`src/rtl/hazard_ctrl_pkg.sv`:
```
// Shared encodings, shadow-stage records and small helpers for the pipeline hazard controller.
package hazard_ctrl_pkg;

  localparam logic [1:0] FWD_GRF   = 2'd0;
  localparam logic [1:0] FWD_E     = 2'd1;
  localparam logic [1:0] FWD_M     = 2'd2;
  localparam logic [1:0] FWD_W     = 2'd3;
  localparam logic [1:0] TUSE_NONE = 2'd3;

  typedef struct packed {
    logic [4:0] rs;
    logic [4:0] rt;
    logic [4:0] wa;
    logic [1:0] tnew;
    logic       md_start;
  } e_stage_t;

  typedef struct packed {
    logic [4:0] rt;
    logic [4:0] wa;
    logic [1:0] tnew;
  } m_stage_t;

  function automatic logic [1:0] tnew_dec(input logic [1:0] t);
    return (t == 2'd0) ? 2'd0 : t - 2'd1;
  endfunction

  // $0 is hard-wired, so it never matches a producer.
  function automatic logic reg_hit(input logic [4:0] src, input logic [4:0] wa);
    return (src != 5'd0) && (src == wa);
  endfunction

endpackage

```
`src/rtl/hazard_ctrl_md_busy_counter.sv`:
```
// Mult/div busy window: loads the unit latency when a mult/div enters E, then counts down to zero.
module md_busy_counter #(
  parameter int MULT_CYC = 5,
  parameter int DIV_CYC  = 10,
  parameter int CNT_W    = 4
) (
  input  logic clk,
  input  logic reset,
  input  logic load,
  input  logic div,
  output logic busy
);

  localparam logic [CNT_W-1:0] MULT_LD = CNT_W'(MULT_CYC);
  localparam logic [CNT_W-1:0] DIV_LD  = CNT_W'(DIV_CYC);

  logic [CNT_W-1:0] cnt_reg;

  always_ff @(posedge clk or negedge reset) begin
    if (!reset) begin
      cnt_reg <= '0;
    end else if (load) begin
      cnt_reg <= div ? DIV_LD : MULT_LD;
    end else if (cnt_reg != '0) begin
      cnt_reg <= cnt_reg - 1'b1;
    end
  end

  assign busy = (cnt_reg != '0);

endmodule

```
`src/rtl/hazard_ctrl.sv`:
```
// Stall/forward controller for the 5-stage pipeline: shadow E/M/W write info, Tuse/Tnew stall
// detection, forwarding selects and the mult/div busy interlock.
module hazard_ctrl
  import hazard_ctrl_pkg::*;
#(
  parameter int MULT_CYC = 5,
  parameter int DIV_CYC  = 10,
  parameter int CNT_W    = 4
) (
  input  logic       clk,
  input  logic       reset,
  input  logic [4:0] D_rs,
  input  logic [4:0] D_rt,
  input  logic [1:0] D_Tuse_rs,
  input  logic [1:0] D_Tuse_rt,
  input  logic [4:0] D_WA,
  input  logic [1:0] D_Tnew,
  input  logic       D_md_start,
  input  logic       D_md_div,
  input  logic       D_md_use,
  output logic       stall,
  output logic [1:0] fwd_D_rs,
  output logic [1:0] fwd_D_rt,
  output logic [1:0] fwd_E_rs,
  output logic [1:0] fwd_E_rt,
  output logic       fwd_M_rt,
  output logic       md_busy
);

  e_stage_t   e_reg;
  m_stage_t   m_reg;
  logic [4:0] w_wa_reg;
  e_stage_t   e_next;
  m_stage_t   m_next;

  logic [1:0]       hz_op;
  logic [1:0][1:0]  fwd_d_op;
  logic [1:0][1:0]  fwd_e_op;
  logic             hz_md;

  logic [1:0][4:0]  d_src;
  logic [1:0][1:0]  d_tuse;
  logic [1:0][4:0]  e_src;

  assign d_src  = {D_rt, D_rs};
  assign d_tuse = {D_Tuse_rt, D_Tuse_rs};
  assign e_src  = {e_reg.rt, e_reg.rs};

  genvar gi;
  generate
    for (gi = 0; gi < 2; gi++) begin : g_opnd
      logic       hz_l;
      logic [1:0] fwd_d_l;
      logic [1:0] fwd_e_l;

      always_comb begin
        hz_l = (d_tuse[gi] != TUSE_NONE) &&
               ((reg_hit(d_src[gi], e_reg.wa) && (d_tuse[gi] < e_reg.tnew)) ||
                (reg_hit(d_src[gi], m_reg.wa) && (d_tuse[gi] < m_reg.tnew)));

        // Only the nearest producer counts; if it is not ready yet the stall covers it.
        fwd_d_l = FWD_GRF;
        if (reg_hit(d_src[gi], e_reg.wa)) begin
          fwd_d_l = (e_reg.tnew == 2'd0) ? FWD_E : FWD_GRF;
        end else if (reg_hit(d_src[gi], m_reg.wa)) begin
          fwd_d_l = (m_reg.tnew == 2'd0) ? FWD_M : FWD_GRF;
        end else if (reg_hit(d_src[gi], w_wa_reg)) begin
          fwd_d_l = FWD_W;
        end

        fwd_e_l = FWD_GRF;
        if (reg_hit(e_src[gi], m_reg.wa)) begin
          fwd_e_l = (m_reg.tnew == 2'd0) ? FWD_M : FWD_GRF;
        end else if (reg_hit(e_src[gi], w_wa_reg)) begin
          fwd_e_l = FWD_W;
        end
      end

      assign hz_op[gi]    = hz_l;
      assign fwd_d_op[gi] = fwd_d_l;
      assign fwd_e_op[gi] = fwd_e_l;
    end
  endgenerate

  assign hz_md    = D_md_use && (md_busy || e_reg.md_start);
  assign stall    = hz_op[0] | hz_op[1] | hz_md;
  assign fwd_D_rs = fwd_d_op[0];
  assign fwd_D_rt = fwd_d_op[1];
  assign fwd_E_rs = fwd_e_op[0];
  assign fwd_E_rt = fwd_e_op[1];
  assign fwd_M_rt = reg_hit(m_reg.rt, w_wa_reg);

  always_comb begin
    e_next = '0;
    if (!stall) begin
      e_next = '{rs: D_rs, rt: D_rt, wa: D_WA, tnew: D_Tnew, md_start: D_md_start};
    end
    m_next = '{rt: e_reg.rt, wa: e_reg.wa, tnew: tnew_dec(e_reg.tnew)};
  end

  always_ff @(posedge clk or negedge reset) begin
    if (!reset) begin
      e_reg    <= '0;
      m_reg    <= '0;
      w_wa_reg <= '0;
    end else begin
      e_reg    <= e_next;
      m_reg    <= m_next;
      w_wa_reg <= m_reg.wa;
    end
  end

  md_busy_counter #(
    .MULT_CYC(MULT_CYC),
    .DIV_CYC (DIV_CYC),
    .CNT_W   (CNT_W)
  ) u_md_cnt (
    .clk  (clk),
    .reset(reset),
    .load (D_md_start && !stall),
    .div  (D_md_div),
    .busy (md_busy)
  );

endmodule
```
`config.mk`:
```
export PLATFORM = sky130hd
export DESIGN_NAME = hazard_ctrl
export DESIGN_NICKNAME = d
export VERILOG_FILES = /design/src/rtl/hazard_ctrl_pkg.sv /design/src/rtl/hazard_ctrl_md_busy_counter.sv /design/src/rtl/hazard_ctrl.sv
export SDC_FILE = /design/constraint.sdc
export NUM_CORES = 1
export LEC_CHECK = 0
export CAP_MARGIN = 40
export CORE_UTILIZATION = 50
export DETAILED_ROUTE_END_ITERATION = 16
export PLACE_DENSITY_LB_ADDON = 0.25
export SLEW_MARGIN = 0
export SYNTH_ARGS = -nofsm -noshare
export SYNTH_HDL_FRONTEND = slang
export SYNTH_SLANG_ARGS = --single-unit
```
`constraint.sdc`:
```
create_clock -name clk -period 2.7 [get_ports clk]
set_input_delay 0.54 -clock clk [delete_from_list [all_inputs] [get_ports clk]]
set_output_delay 0.54 -clock clk [all_outputs]
set_load 0.05 [all_outputs]
```
-- Word-level counts from Yosys, hierarchy flattened
Cells that the tools add are included.
Widths: inputs -> output; s select.
- input port bits: 26
- word-level logic and storage cells: 80
- output and inout port bits: 11
- flip-flop bits (word level): 39
- reduce and logical (&&, ||, !) cells: 32
- muxes and demuxes: 17
- add/sub/neg operators: 2
- equal/unequal tests: 13
- $lt $le $gt $ge: 4
- bitwise logic cells: 2
- operator list (operator ; count):
    $eq 5x5->1 ; 11
    $reduce_bool 5->1 ; 5
    $mux 2 ; 12
    $logic_and 1x1->1 ; 19
    $mux 18 ; 1
    $mux 4 ; 3
    $lt 2x2->1 ; 4
    $logic_not 2->1 ; 2
    $ne 2x2->1 const B ; 2
    $reduce_bool 4->1 ; 1
    $sub 4x1->4 const B ; 1
    $logic_or 1x1->1 ; 3
    $or 1x1->1 ; 2
    $reduce_bool 2->1 ; 1
    $sub 2x1->2 const B ; 1
    $logic_not 1->1 ; 1
    $mux 1 ; 1

-- Depth between registers and ports, before layout
Gate-level depths: netlist of the first run.
- word-level depth: 10
- depth in mapped cells: 9
- mapped depth without buffers: 8

-- By module
Synthesis of the first run repeated with hierarchy kept, for this count alone.
- cells, all modules: 236
- area total of the unflattened synthesis: 2363.5 um2
- by module, submodules not included (module ; area each (um2) ; cells each ; times used ; sequential area each (um2)):
    hazard_ctrl ; 2127.0 ; 215 ; 1 ; 875.8
    md_busy_counter ; 236.5 ; 21 ; 1 ; 100.1

-- Least setup slack after synthesis of the first run
Ideal clock, no wire load.
- path type: input-to-output
- start point: input port D_rt[1]
- end point: output port fwd_D_rt[1]
- buffers on the path: 0
- slack: -0.455 ns
- arrival time: 2.615 ns
- data required time: 2.160 ns
- stages on the path: 5
- path through: or4_4 > o211ai_2 > nor2_1 > or4_4 > a21oi_1
- cells in the longest elaborated chain, start to end: 5
- elaborated cells on any way between the ends: 10
- those cells by class: 3 x eq/ne; 3 x mux; 4 x reduce/logical
- ends and longest elaborated chain (what ; RTL line ; text):
    start: declaration ; hazard_ctrl.sv:13 ; input logic [4:0] D_rt,
    $eq 5x5->1 or $reduce_bool 5->1 (tied branches) ; hazard_ctrl_pkg.sv:30 ; return (src != 5'd0) && (src == wa);
    $logic_and 1x1->1 ; hazard_ctrl_pkg.sv:30 ;
    $mux 2 ; hazard_ctrl.sv:67 ; end else if (reg_hit(d_src[gi], w_wa_reg)) begin
    $mux 2 ; hazard_ctrl.sv:65 ; end else if (reg_hit(d_src[gi], m_reg.wa)) begin
    $mux 2 * ; hazard_ctrl.sv:63 ; if (reg_hit(d_src[gi], e_reg.wa)) begin
    end: declaration ; hazard_ctrl.sv:23 ; output logic [1:0] fwd_D_rt,
Mark *: on every way between the ends. The rest lies on a longest branch, timed or not.

-- Worst setup path in the final report of the first run
- start point: input port D_rt[4]
- end point: output port fwd_D_rt[1]
Same word-level chain as after synthesis.

==> results of run 1 <==
## layout make-up
type	instances	area, um2
clock buffer	6	82.6
fill	293	1120
inverter	8	30.0
multi-input combinational	169	1390
clock inverter	2	13.8
tap	52	65.1
sequential	39	976
timing repair buffer	78	707
## per-layer routing
metal  track usage  wire length [um]  vias up
met5             0                 0        -
met4        0.0800               145        0
met3        0.0509               251       16
met2         0.403              2960       53
met1         0.308              2350      902
li1              -                 -      898
## cell usage after synthesis (2+ instances only)
cell type / n / area [um2]
xor2_1: 18 / 158
a21oi_1: 5 / 25.0
or4_4: 2 / 22.5
or2_2: 3 / 18.8
and2_1: 20 / 125
dfrtp_1: 39 / 976
nand2_1: 9 / 33.8
o22a_1: 2 / 17.5
xnor2_1: 38 / 333
ha_1: 6 / 75.1
o211ai_2: 2 / 25.0
mux2_2: 2 / 22.5
inv_1: 8 / 30.0
nand2b_1: 2 / 12.5
nor2b_1: 2 / 12.5
nor3_1: 7 / 35.0
o2111a_1: 2 / 22.5
clkbuf_1: 6 / 22.5
nor4b_1: 2 / 17.5
nand3_1: 8 / 40.0
nor4_1: 4 / 25.0
nor2_1: 15 / 56.3
mux2i_1: 2 / 20.0
## worst min path at each step
stage	start	end	slack, ns
detailed placement	e_reg[3]	m_reg[2]	0.43
finish	reset	e_reg[2]	0.33
global route	reset	e_reg[15]	0.41
floorplan	reset	e_reg[0]	0.24
CTS	reset	e_reg[1]	0.37
global placement	e_reg[3]	m_reg[2]	0.42
## what timing repair did
action	in CTS	in global routing
resized for setup	42	27
pin swaps	14	18
endpoints found under the hold margin	0	0
buffers inserted	5	7
endpoints found under the setup margin	5	7
cloned	0	0
## critical path, delay by kind of cell
kind | cells | cell delay [ns]
buffers and inverters | 2 | 0.25
AOI/OAI and AO/OA | 2 | 0.37
and+or+nand+nor | 3 | 1.17
## through the flow
| stage | total power, mW | TNS [ns] | std cells |
|---|---|---|---|
| after floorplan | 1.30 | -0.114 | 223 |
| after global placement | 1.53 | -3.29 | 334 |
| after detailed placement | 1.56 | -3.90 | 334 |
| after CTS | 2.01 | -0.371 | 347 |
| after global routing | 2.17 | -0.602 | 354 |
| final | 2.04 | -0.437 | 354 |
## cell families after synthesis
logic type               after synthesis  synth area share
adder cells (fa/ha/maj)                6            0.0326
buffers and inverters                 15            0.0277
AO/OA/AOI/OAI                         21            0.0762
AND/OR/NAND/NOR                       81             0.202
flip-flops                            39             0.424
XOR/XNOR                              56             0.213
multiplexers                           5            0.0234
## power by group through the flow
stage	Sequential [mW]	Clock, mW	Combinational (mW)
finish	0.803	0.421	0.819
global route	0.816	0.463	0.888
CTS	0.799	0.435	0.781
detailed placement	0.810	0	0.750
global placement	0.805	0	0.730
floorplan	0.758	0	0.539
==> results.txt, run 1 <==
----------------------------------------------------
[Status]
  Result of the run ... finished, violations left
  Failing checks ... negative setup slack

[Timing]
  Transition time at the pin with the least slew margin ... 0.835 ns
  Final setup skew ... 0.00676 ns
  Worst-case headroom to the max-slew limit ... 0.443
  Max Transition Viols Final ... 0
  WHS ... 0.334 ns
  Final setup violation count ... 3
  Crit share post-route ... 1.06
  Endpoints failing hold ... 0
  Min Clock Period, post-route ... 2.87 ns
  Setup repair after global routing missed its margin ... true
  Final Worst Setup Slack ... -0.170 ns
  Maximum clock rate ... 348 MHz

[Power and ir drop]
  Switching power total ... 0.745 mW
  Leakage Power ... 1.51 nW
  Power per cell area ... 625 nW/um2
  Clock group share of total power ... 0.206
  Peak ir drop on the vdd network ... 0.449 mV
  Combinational fraction of design power ... 0.401
  Flop pwr share ... 0.393
  Switch share ... 0.365
  Internal power of the cells ... 1.30 mW

[Hold path]
  Hold Crit Class ... primary input to asynchronous set/reset pin

[Worst setup path]
  Reg2Reg Capture Point ... u_md_cnt.cnt_reg[1]
  Count of cells along the worst register-to-register path ... 9
  Chain of cells forming the critical path ... buf_6, or4_4, o211ai_2, nor2_2, or4_4, a21oi_4, buf_12
  Crit path DAT ... 2.33 ns
  Cell occurring most often along the worst timing path ... or4_4
  Startpoint of the most critical setup path ... D_rt[4]
  Peak fanout along the critical path ... 2
  Worst-path cell with the longest stage delay ... or4_4
  Crit path kind ... primary input to primary output
  Delay contributed by the slowest stage of the critical path ... 0.56 ns
  Launching element type of the critical path ... primary input
  Setup crit end kind ... primary output
  Endpoint of the worst setup timing path ... fwd_D_rt[1]
  Slack of the worst reg-to-reg path ... 0.40 ns
  Source of the worst register-to-register timing path ... m_reg[3]
  Required arrival time at the worst endpoint ... 2.16 ns

[Placed design]
  Post-placement worst setup slack ... -0.493 ns
  GP Congestion ... 0.851
  DP Area ... 2960 um2
  Detail Placement HPWL ... 4000 um
  IO Port Bufs ... 36

[Logic synthesis]
  Commonest register cell after synthesis ... dfrtp_1
  Sequential cell area fraction in the yosys report ... 0.424
  Area of the mapped netlist ... 2300 um2
  Distinct cells, synth ... 42
  Number of enable-type register cells in the synthesized netlist ... 0
  Synth Register Bits ... 39
  Warnings from Yosys ... 0
  Number of instances in the synthesized netlist ... 223
  Average cell area after synthesis ... 10.3 um2
  Net Count, Synth ... 255
  Fraction of registers with async set or reset after synthesis ... 1.00

[Final layout]
  Number of flip-flops in the largest register ... 18
  Design area ... 3270 um2
  Number of antenna cells inserted ... 0
  Total number of nets in the final design ... 333
  Most frequent standard cell in the layout excluding fill and tap cells ... buf_4
  Most frequent cells in the layout ... buf_4, dfrtp_1, xnor2_1
  Fraction of final layout cells sized beyond drive strength 1 ... 0.338
  Area overhead of the layout relative to synthesis ... 42.1%
  Layout Utilization ... 0.745

[Global routing]
  Largest net degree at the start of global routing ... 40
  Antenna violations before repair ... 0
  Overflow left after global routing ... 0
  Number of global-route vias before repair ... 1877
  Wire length of the first global-routing pass ... 8910 um
  GRT Resource Usage Total ... 0.240

[Floorplanning]
  Placement Rows ... 24
  Die outline area ... 4870 um2
  Initial core utilization ... 0.525
  CORE AREA ... 4380 um2
  Die span in x ... 69.8 um
  # IOs ... 37
  Die height ... 69.8 um

[Clock network]
  Post-CTS clock slew at the launch and capture registers of the worst setup and hold paths ... 0.07 ns
  Clock H-tree levels ... 2
  CTS Buf Count ... 5
  CTS root buffer ... clkbuf_8
  Max clock buf depth ... 2
  Number of hold buffers added after cts ... 0
  TritonCTS clock tree ... built
  Clock sink count ... 39
  Worst-skew pair later-pin latency ... 0.30 ns

[Detailed routing]
  Count of vias placed by the detailed router ... 1869
  DRC errors left ... 0
  Average wire length per cell after detail routing ... 16.1 um
  Post-Route WL ... 5710 um
  Number of violations reported at the end of detailed-routing iteration 0 ... 102
  1st-pass router iterations ... 4
  Routed Antenna Nets ... 0
  Number of vias per cell ... 5.28

[Flow run]
  Count of maximum capacitance violations ... 0

----------------------------------------------------
Note: power is estimated with default switching activity, not from simulation.
==> run 2, diff against run 1 <==
--- a/config.mk
+++ b/config.mk
@@ -6,8 +6,9 @@
 export NUM_CORES = 1
 export LEC_CHECK = 0
 export CAP_MARGIN = 40
-export CORE_UTILIZATION = 50
+export CORE_UTILIZATION = 53
 export DETAILED_ROUTE_END_ITERATION = 16
+export MAX_ROUTING_LAYER = met4
 export PLACE_DENSITY_LB_ADDON = 0.25
 export SLEW_MARGIN = 0
 export SYNTH_ARGS = -nofsm -noshare
==> run 2 against run 1 <==
Net effect:
- the run still ends with negative setup slack left
- routed wire length is 2.7% lower
- clock power is 1% lower
- fmax is 2.6% higher
- final area is 3.1% lower
- critical path type unchanged
==> results.txt, run 2 (synthesis gave the netlist of run 1 again) <==
----------------------------------------------------
[Worst setup path]
  Launching element type of the critical path ... primary input
  Crit path DAT ... 2.26 ns (-0.07 ns)
  Startpoint of the most critical setup path ... D_rt[4]
  Worst-path cell with the longest stage delay ... or4_4
  Endpoint of the worst setup timing path ... fwd_D_rt[1]
  Crit path kind ... primary input to primary output
  Setup crit end kind ... primary output
  Slack of the worst reg-to-reg path ... 0.45 ns (+0.05 ns)
  Cell occurring most often along the worst timing path ... or4_4
  Source of the worst register-to-register timing path ... m_reg[3]
  Delay contributed by the slowest stage of the critical path ... 0.54 ns (-0.02 ns)
  Chain of cells forming the critical path ... buf_6, or4_4, o211ai_2, nor2_2, or4_4, a21oi_4, buf_12
  Count of cells along the worst register-to-register path ... 10 (+1)
  Peak fanout along the critical path ... 2 (unchanged)
  Required arrival time at the worst endpoint ... 2.16 ns (about the same)
  Reg2Reg Capture Point ... u_md_cnt.cnt_reg[1]

[Detailed routing]
  Routed Antenna Nets ... 0 (unchanged)
  Average wire length per cell after detail routing ... 15.9 um (-1.3%)
  DRC errors left ... 0 (unchanged)
  Post-Route WL ... 5560 um (-2.7%)
  Count of vias placed by the detailed router ... 1842 (-1.4%)
  1st-pass router iterations ... 4 (unchanged)
  Number of vias per cell ... 5.28 (about the same)
  Number of violations reported at the end of detailed-routing iteration 0 ... 57 (-44%)

[Power and ir drop]
  Leakage Power ... 1.45 nW (-4.3%)
  Peak ir drop on the vdd network ... 0.513 mV (+14%)
  Power per cell area ... 637 nW/um2 (+1.9%)

[Status]
  Failing checks ... negative setup slack
  Result of the run ... finished, violations left

[Timing]
  Final setup skew ... 0.00948 ns (+0.00271 ns)
  Max Transition Viols Final ... 0 (unchanged)
  Endpoints failing hold ... 0 (unchanged)
  Final Worst Setup Slack ... -0.0976 ns (+0.0723 ns)
  Maximum clock rate ... 357 MHz (+2.6%)
  Final setup violation count ... 2 (-1)
  Min Clock Period, post-route ... 2.80 ns (-0.0723 ns)
  Crit share post-route ... 1.04 (-0.0268)
  Setup repair after global routing missed its margin ... true
  Final-layout setup total negative slack ... -0.177 ns (+0.260 ns)
  Worst-case headroom to the max-slew limit ... 0.433 (-0.0105)
  Transition time at the pin with the least slew margin ... 0.851 ns (+0.0157 ns)

[Floorplanning]
  Initial core utilization ... 0.563 (+0.0382)
  # IOs ... 37 (unchanged)
  Placement Rows ... 23 (-4.2%)
  CORE AREA ... 4090 um2 (-6.8%)
  Die span in x ... 67.9 um (-2.8%)
  Die outline area ... 4610 um2 (-5.5%)
  Die height ... 67.9 um (-2.8%)

[Global routing]
  Wire length of the first global-routing pass ... 8830 um (-0.92%)
  Overflow left after global routing ... 0 (unchanged)
  Number of global-route vias before repair ... 1834 (-2.3%)
  Antenna violations before repair ... 0 (unchanged)
  Largest net degree at the start of global routing ... 40 (unchanged)
  Met3 GRT Util ... 0.0383 (-0.0125)
  Routing usage on met2 ... 0.472 (+0.0688)
  M1 GR Usage ... 0.350 (+0.0420)
  Global route hottest layer ... met2
  GRT Resource Usage Total ... 0.281 (+0.0410)

[Final layout]
  Layout filler cell count ... 265 (-9.6%)
  Total number of nets in the final design ... 330 (-0.90%)
  Multi-input logic area ... 1340 um2 (-3.6%)
  Area taken by flip-flops and latches ... 978 um2 (+0.26%)
  Number of antenna cells inserted ... 0 (unchanged)
  Design area ... 3170 um2 (-3.1%)
  Number of flip-flops in the largest register ... 18 (unchanged)
  Fraction of final layout cells sized beyond drive strength 1 ... 0.314 (-0.0234)
  Area overhead of the layout relative to synthesis ... 37.8%
  Most frequent cells in the layout ... buf_4, xnor2_1, dfrtp_1
  Most frequent standard cell in the layout excluding fill and tap cells ... buf_4

[Placed design]
  DP Area ... 2980 um2 (+0.68%)
  IO Port Bufs ... 36 (unchanged)
  GP Congestion ... 0.835 (-1.9%)
  Detail Placement HPWL ... 4050 um (+1.3%)

[Hold path]
  Hold Crit Class ... primary input to asynchronous set/reset pin

[Clock network]
  Clock H-tree levels ... 2 (unchanged)
  Post-CTS clock slew at the launch and capture registers of the worst setup and hold paths ... 0.08 ns (about the same)
  Number of hold buffers added after cts ... 0 (unchanged)
  Worst-skew pair later-pin latency ... 0.30 ns (about the same)
  CTS root buffer ... clkbuf_8
  Clock sink count ... 39 (unchanged)
  CTS Buf Count ... 5 (unchanged)
  TritonCTS clock tree ... built
  Max clock buf depth ... 2 (unchanged)

[Flow run]
  Count of maximum capacitance violations ... 0 (unchanged)

----------------------------------------------------
==> run 2: changes by cell type in the layout (fill, tap and decap cells not counted), sizes merged <==
| cell | delta |
|---|---|
| buf | -6 |
| clkdlybuf4s50 | +1 |
| clkbuf | +4 |
| clkdlybuf4s15 | -1 |
| dlymetal6s2s | -1 |
==> run 2: worst max-delay path, delay by kind of cell <==
kind / cells / cell delay (ns)
AOI/OAI and AO/OA: 2 / 0.38
and+or+nand+nor: 3 / 1.09
buffers and inverters: 2 / 0.24
==> run 2: worst min path at each step <==
stage | cells past startpoint | start | endpoint
after floorplan | 0 | reset | e_reg[0]
after global placement | 0 | e_reg[3] | m_reg[2]
after detailed placement | 0 | e_reg[4] | m_reg[3]
after CTS | 1 | reset | m_reg[5]
after global routing | 1 | reset | u_md_cnt.cnt_reg[3]
final | 1 | reset | u_md_cnt.cnt_reg[3]
==> run 2: layer usage <==
| metal | vias up | share of wire |
|---|---|---|
| met3 | 10 | 0.035 |
| met1 | 889 | 0.43 |
| met2 | 46 | 0.51 |
| met4 | 0 | 0.021 |
| li1 | 897 | - |
| met5 | - | 0 |
==> run 2: layout make-up <==
type                       instances  area share
tap                               50      0.0197
multi-input combinational        169       0.424
timing repair buffer              75       0.207
clock buffer                       6      0.0261
sequential                        39       0.309
clock inverter                     2     0.00434
inverter                           8     0.00948
==> run 2: what timing repair did <==
item | in CTS | in global routing
hold endpoints to repair | 0 | 0
endpoints found under the setup margin | 5 | 6
setup buffers | 5 | 1
pin swaps | 14 | 11
gates resized for setup | 33 | 20
==> run 2: power breakdown <==
group | internal [mW] | total [mW] | leakage, nW | switching, mW
Combinational | 0.393 | 0.798 | 0.901 | 0.405
Sequential | 0.680 | 0.804 | 0.496 | 0.124
Clock | 0.209 | 0.415 | 0.0516 | 0.207
==> run 2: per-stage QoR <==
stage | power [mW] | util | hold slack (ns) | worst slack, ns | instances
finish | 2.02 | 0.775 | 0.347 | -0.0976 | 349
detailed placement | 1.58 | 0.730 | 0.423 | -0.502 | 335
CTS | 2.02 | 0.768 | 0.364 | -0.104 | 348
global placement | 1.54 | 0.730 | 0.419 | -0.489 | 335
global route | 2.14 | 0.775 | 0.426 | -0.120 | 349
floorplan | 1.30 | - | 0.244 | -0.0615 | 223
==> run 3, diff against run 2 <==
--- a/config.mk
+++ b/config.mk
@@ -8,8 +8,10 @@
 export CAP_MARGIN = 40
 export CORE_UTILIZATION = 53
 export DETAILED_ROUTE_END_ITERATION = 16
+export GPL_TIMING_DRIVEN = 0
 export MAX_ROUTING_LAYER = met4
 export PLACE_DENSITY_LB_ADDON = 0.25
+export REMOVE_ABC_BUFFERS = 1
 export SLEW_MARGIN = 0
 export SYNTH_ARGS = -nofsm -noshare
 export SYNTH_HDL_FRONTEND = slang
==> run 3 against run 2 <==
Net effect:
- the run still ends with negative setup slack left
- sequential cell count stayed put
- critical endpoint is now fwd_D_rt[0]
- first-iteration DRC count down 12%
- non-clock buffer count down 29
- die area unchanged
- largest power group unchanged
- global-route usage decreased by 2.8 points
- combinational power fell by 8.4%
- fmax increased by 0.25%
==> results.txt, run 3 (synthesis gave the netlist of run 1 again) <==
----------------------------------------------------
[Worst setup path]
  Launching element type of the critical path ... primary input
  Number of buffer and inverter instances along the worst setup path ... 2 (unchanged)
  Slack of the worst reg-to-reg path ... 0.53 ns (+0.08 ns)
  Crit path DAT ... 2.25 ns (about the same)
  Peak fanout along the critical path ... 2 (unchanged)
  Delay contributed by the slowest stage of the critical path ... 0.55 ns (about the same)
  Required arrival time at the worst endpoint ... 2.16 ns (about the same)
  Worst-path cell with the longest stage delay ... or4_4
  Cell occurring most often along the worst timing path ... or4_4
  Chain of cells forming the critical path ... buf_8, or4_4, o211ai_4, nor2_2, or4_4, o21ai_2, buf_6
  Count of cells along the worst register-to-register path ... 8 (-2)
  Crit path max-delay family ... simple AND/OR/NAND/NOR gates
  Reg2Reg Capture Point ... u_md_cnt.cnt_reg[1]
  Setup crit end kind ... primary output
  Crit path kind ... primary input to primary output
  Source of the worst register-to-register timing path ... e_reg[2]

[Flow run]
  Count of maximum capacitance violations ... 0 (unchanged)

[Timing]
  Transition time at the pin with the least slew margin ... 0.830 ns (-0.0214 ns)
  Final setup violation count ... 3 (+1)
  Endpoints failing hold ... 0 (unchanged)
  Min Clock Period, post-route ... 2.79 ns (-0.00690 ns)
  Final setup skew ... 0.00920 ns (-0.000275 ns)
  Crit share post-route ... 1.03 (-0.00256)
  Worst-case headroom to the max-slew limit ... 0.447 (+0.0143)
  Maximum clock rate ... 358 MHz (+0.25%)
  Final Worst Setup Slack ... -0.0907 ns (+0.00690 ns)
  Max Transition Viols Final ... 0 (unchanged)
  Setup repair after global routing missed its margin ... true

[Floorplanning]
  Placement Rows ... 23 (unchanged)
  # IOs ... 37 (unchanged)
  Die height ... 67.9 um (unchanged)
  CORE AREA ... 4090 um2 (unchanged)
  Die outline area ... 4610 um2 (unchanged)
  Initial core utilization ... 0.563 (unchanged)
  Die span in x ... 67.9 um (unchanged)

[Final layout]
  Most frequent cells in the layout ... dfrtp_1, xnor2_1, and2_1
  Number of flip-flops in the largest register ... 18 (unchanged)
  Layout Utilization ... 0.724 (-0.0508)
  Number of antenna cells inserted ... 0 (unchanged)
  Post-route insts no fill ... 320 (-8.3%)
  Area overhead of the layout relative to synthesis ... 28.7%
  Total number of nets in the final design ... 301 (-8.8%)
  Most frequent standard cell in the layout excluding fill and tap cells ... dfrtp_1
  Fraction of final layout cells sized beyond drive strength 1 ... 0.222 (-0.0922)

[Power and ir drop]
  Power per cell area ... 687 nW/um2 (+7.9%)
  Leakage Power ... 1.33 nW (-7.8%)
  Peak ir drop on the vdd network ... 0.542 mV (+5.6%)

[Clock network]
  CTS Buf Count ... 5 (unchanged)
  Clock H-tree levels ... 2 (unchanged)
  Worst-skew pair later-pin latency ... 0.30 ns (about the same)
  Max clock buf depth ... 2 (unchanged)
  CTS root buffer ... clkbuf_8
  TritonCTS clock tree ... built
  Post-CTS clock slew at the launch and capture registers of the worst setup and hold paths ... 0.08 ns (about the same)
  Clock sink count ... 39 (unchanged)

[Detailed routing]
  Routed Antenna Nets ... 0 (unchanged)
  Count of vias placed by the detailed router ... 1718 (-6.7%)
  Post-Route WL ... 5030 um (-9.5%)
  1st-pass router iterations ... 4 (unchanged)
  Number of vias per cell ... 5.37 (+1.7%)
  DRC errors left ... 0 (unchanged)
  Average wire length per cell after detail routing ... 15.7 um (-1.3%)
  Number of violations reported at the end of detailed-routing iteration 0 ... 50 (-12%)

[Status]
  Result of the run ... finished, violations left
  Failing checks ... negative setup slack

[Global routing]
  Overflow left after global routing ... 0 (unchanged)
  Number of global-route vias before repair ... 1698 (-7.4%)
  Antenna violations before repair ... 0 (unchanged)
  GRT Resource Usage Total ... 0.253 (-0.0281)
  Largest net degree at the start of global routing ... 40 (unchanged)
  Wire length of the first global-routing pass ... 8020 um (-9.2%)

[Placed design]
  Number of placed instances with taps included ... 302 (-9.9%)
  GP Congestion ... 0.864 (+3.5%)
  IO Port Bufs ... 36 (unchanged)
  Detail Placement HPWL ... 3540 um (-13%)

[Hold path]
  Hold Crit Class ... primary input to asynchronous set/reset pin

----------------------------------------------------
-- run 3: cell types whose count changed in the layout (fill, tap and decap cells not counted), moves of 2 or more --
cell and delta:
buf_12 -4, buf_6 +2, nor2_2 -3, o211ai_4 +2
buf_4 -32, o211ai_2 -2, nor2_1 +2, buf_8 +2
-- run 3: worst max path at each step --
| stage | depth (start not counted) | to | from |
|---|---|---|---|
| after floorplan | 5 | fwd_D_rt[1] | D_rt[1] |
| after global placement | 7 | fwd_D_rt[1] | D_rt[1] |
| after detailed placement | 7 | fwd_D_rt[0] | D_rt[1] |
| after CTS | 9 | stall | D_rt[4] |
| after global routing | 9 | stall | D_rt[4] |
| final | 7 | fwd_D_rt[0] | D_rt[4] |
-- run 3: layer usage --
layer / global-route usage / share of wire
met5: - / 0
met2: 0.426 / 0.52
met4: 0.0547 / 0.0091
met3: 0.0450 / 0.028
met1: 0.320 / 0.45
-- run 3: report_power, final --
| group | switching, mW | internal (mW) |
|---|---|---|
| clock | 0.222 | 0.280 |
| sequential | 0.122 | 0.679 |
| combinational | 0.383 | 0.347 |
-- run 3: worst register-to-register path, cell delays in order (launching register included) --
cell,delay (ns)
dfrtp_1,0.40
inv_1,0.12
ha_1,0.25
nor2b_1,0.14
o22a_1,0.19
o41ai_1,0.37
nor3b_2,0.09
nand2_2,0.15
mux2_2,0.35
-- run 3: final cells by class --
type	instances	area, um2
multi-input cells	169	1360
fillers	286	1130
flip-flops and latches	39	977
repair buffers	46	414
clock buffers	5	68.8
well taps	50	62.6
clock inverters	3	47.5
inverters	8	30.0
-- run 3: timing repair --
action                     4_1_cts  5_1_grt
setup endpoints to repair        9        8
buffers inserted                 8        2
pin swaps                       13       10
resized for setup               92       18
hold buffers                     0        0
-- run 3: per-stage QoR --
stage	instance area (um2)	hold slack (ns)	setup TNS, ns	setup slack (ns)	power, mW
after floorplan	2270	0.244	-0.910	-0.455	1.28
after global placement	2690	0.425	-9.82	-1.34	1.47
after detailed placement	2680	0.435	-9.91	-1.33	1.49
after CTS	2930	0.367	-0.300	-0.136	2.03
after global routing	2960	0.419	-0.323	-0.126	2.14
final	2960	0.334	-0.187	-0.0907	2.03
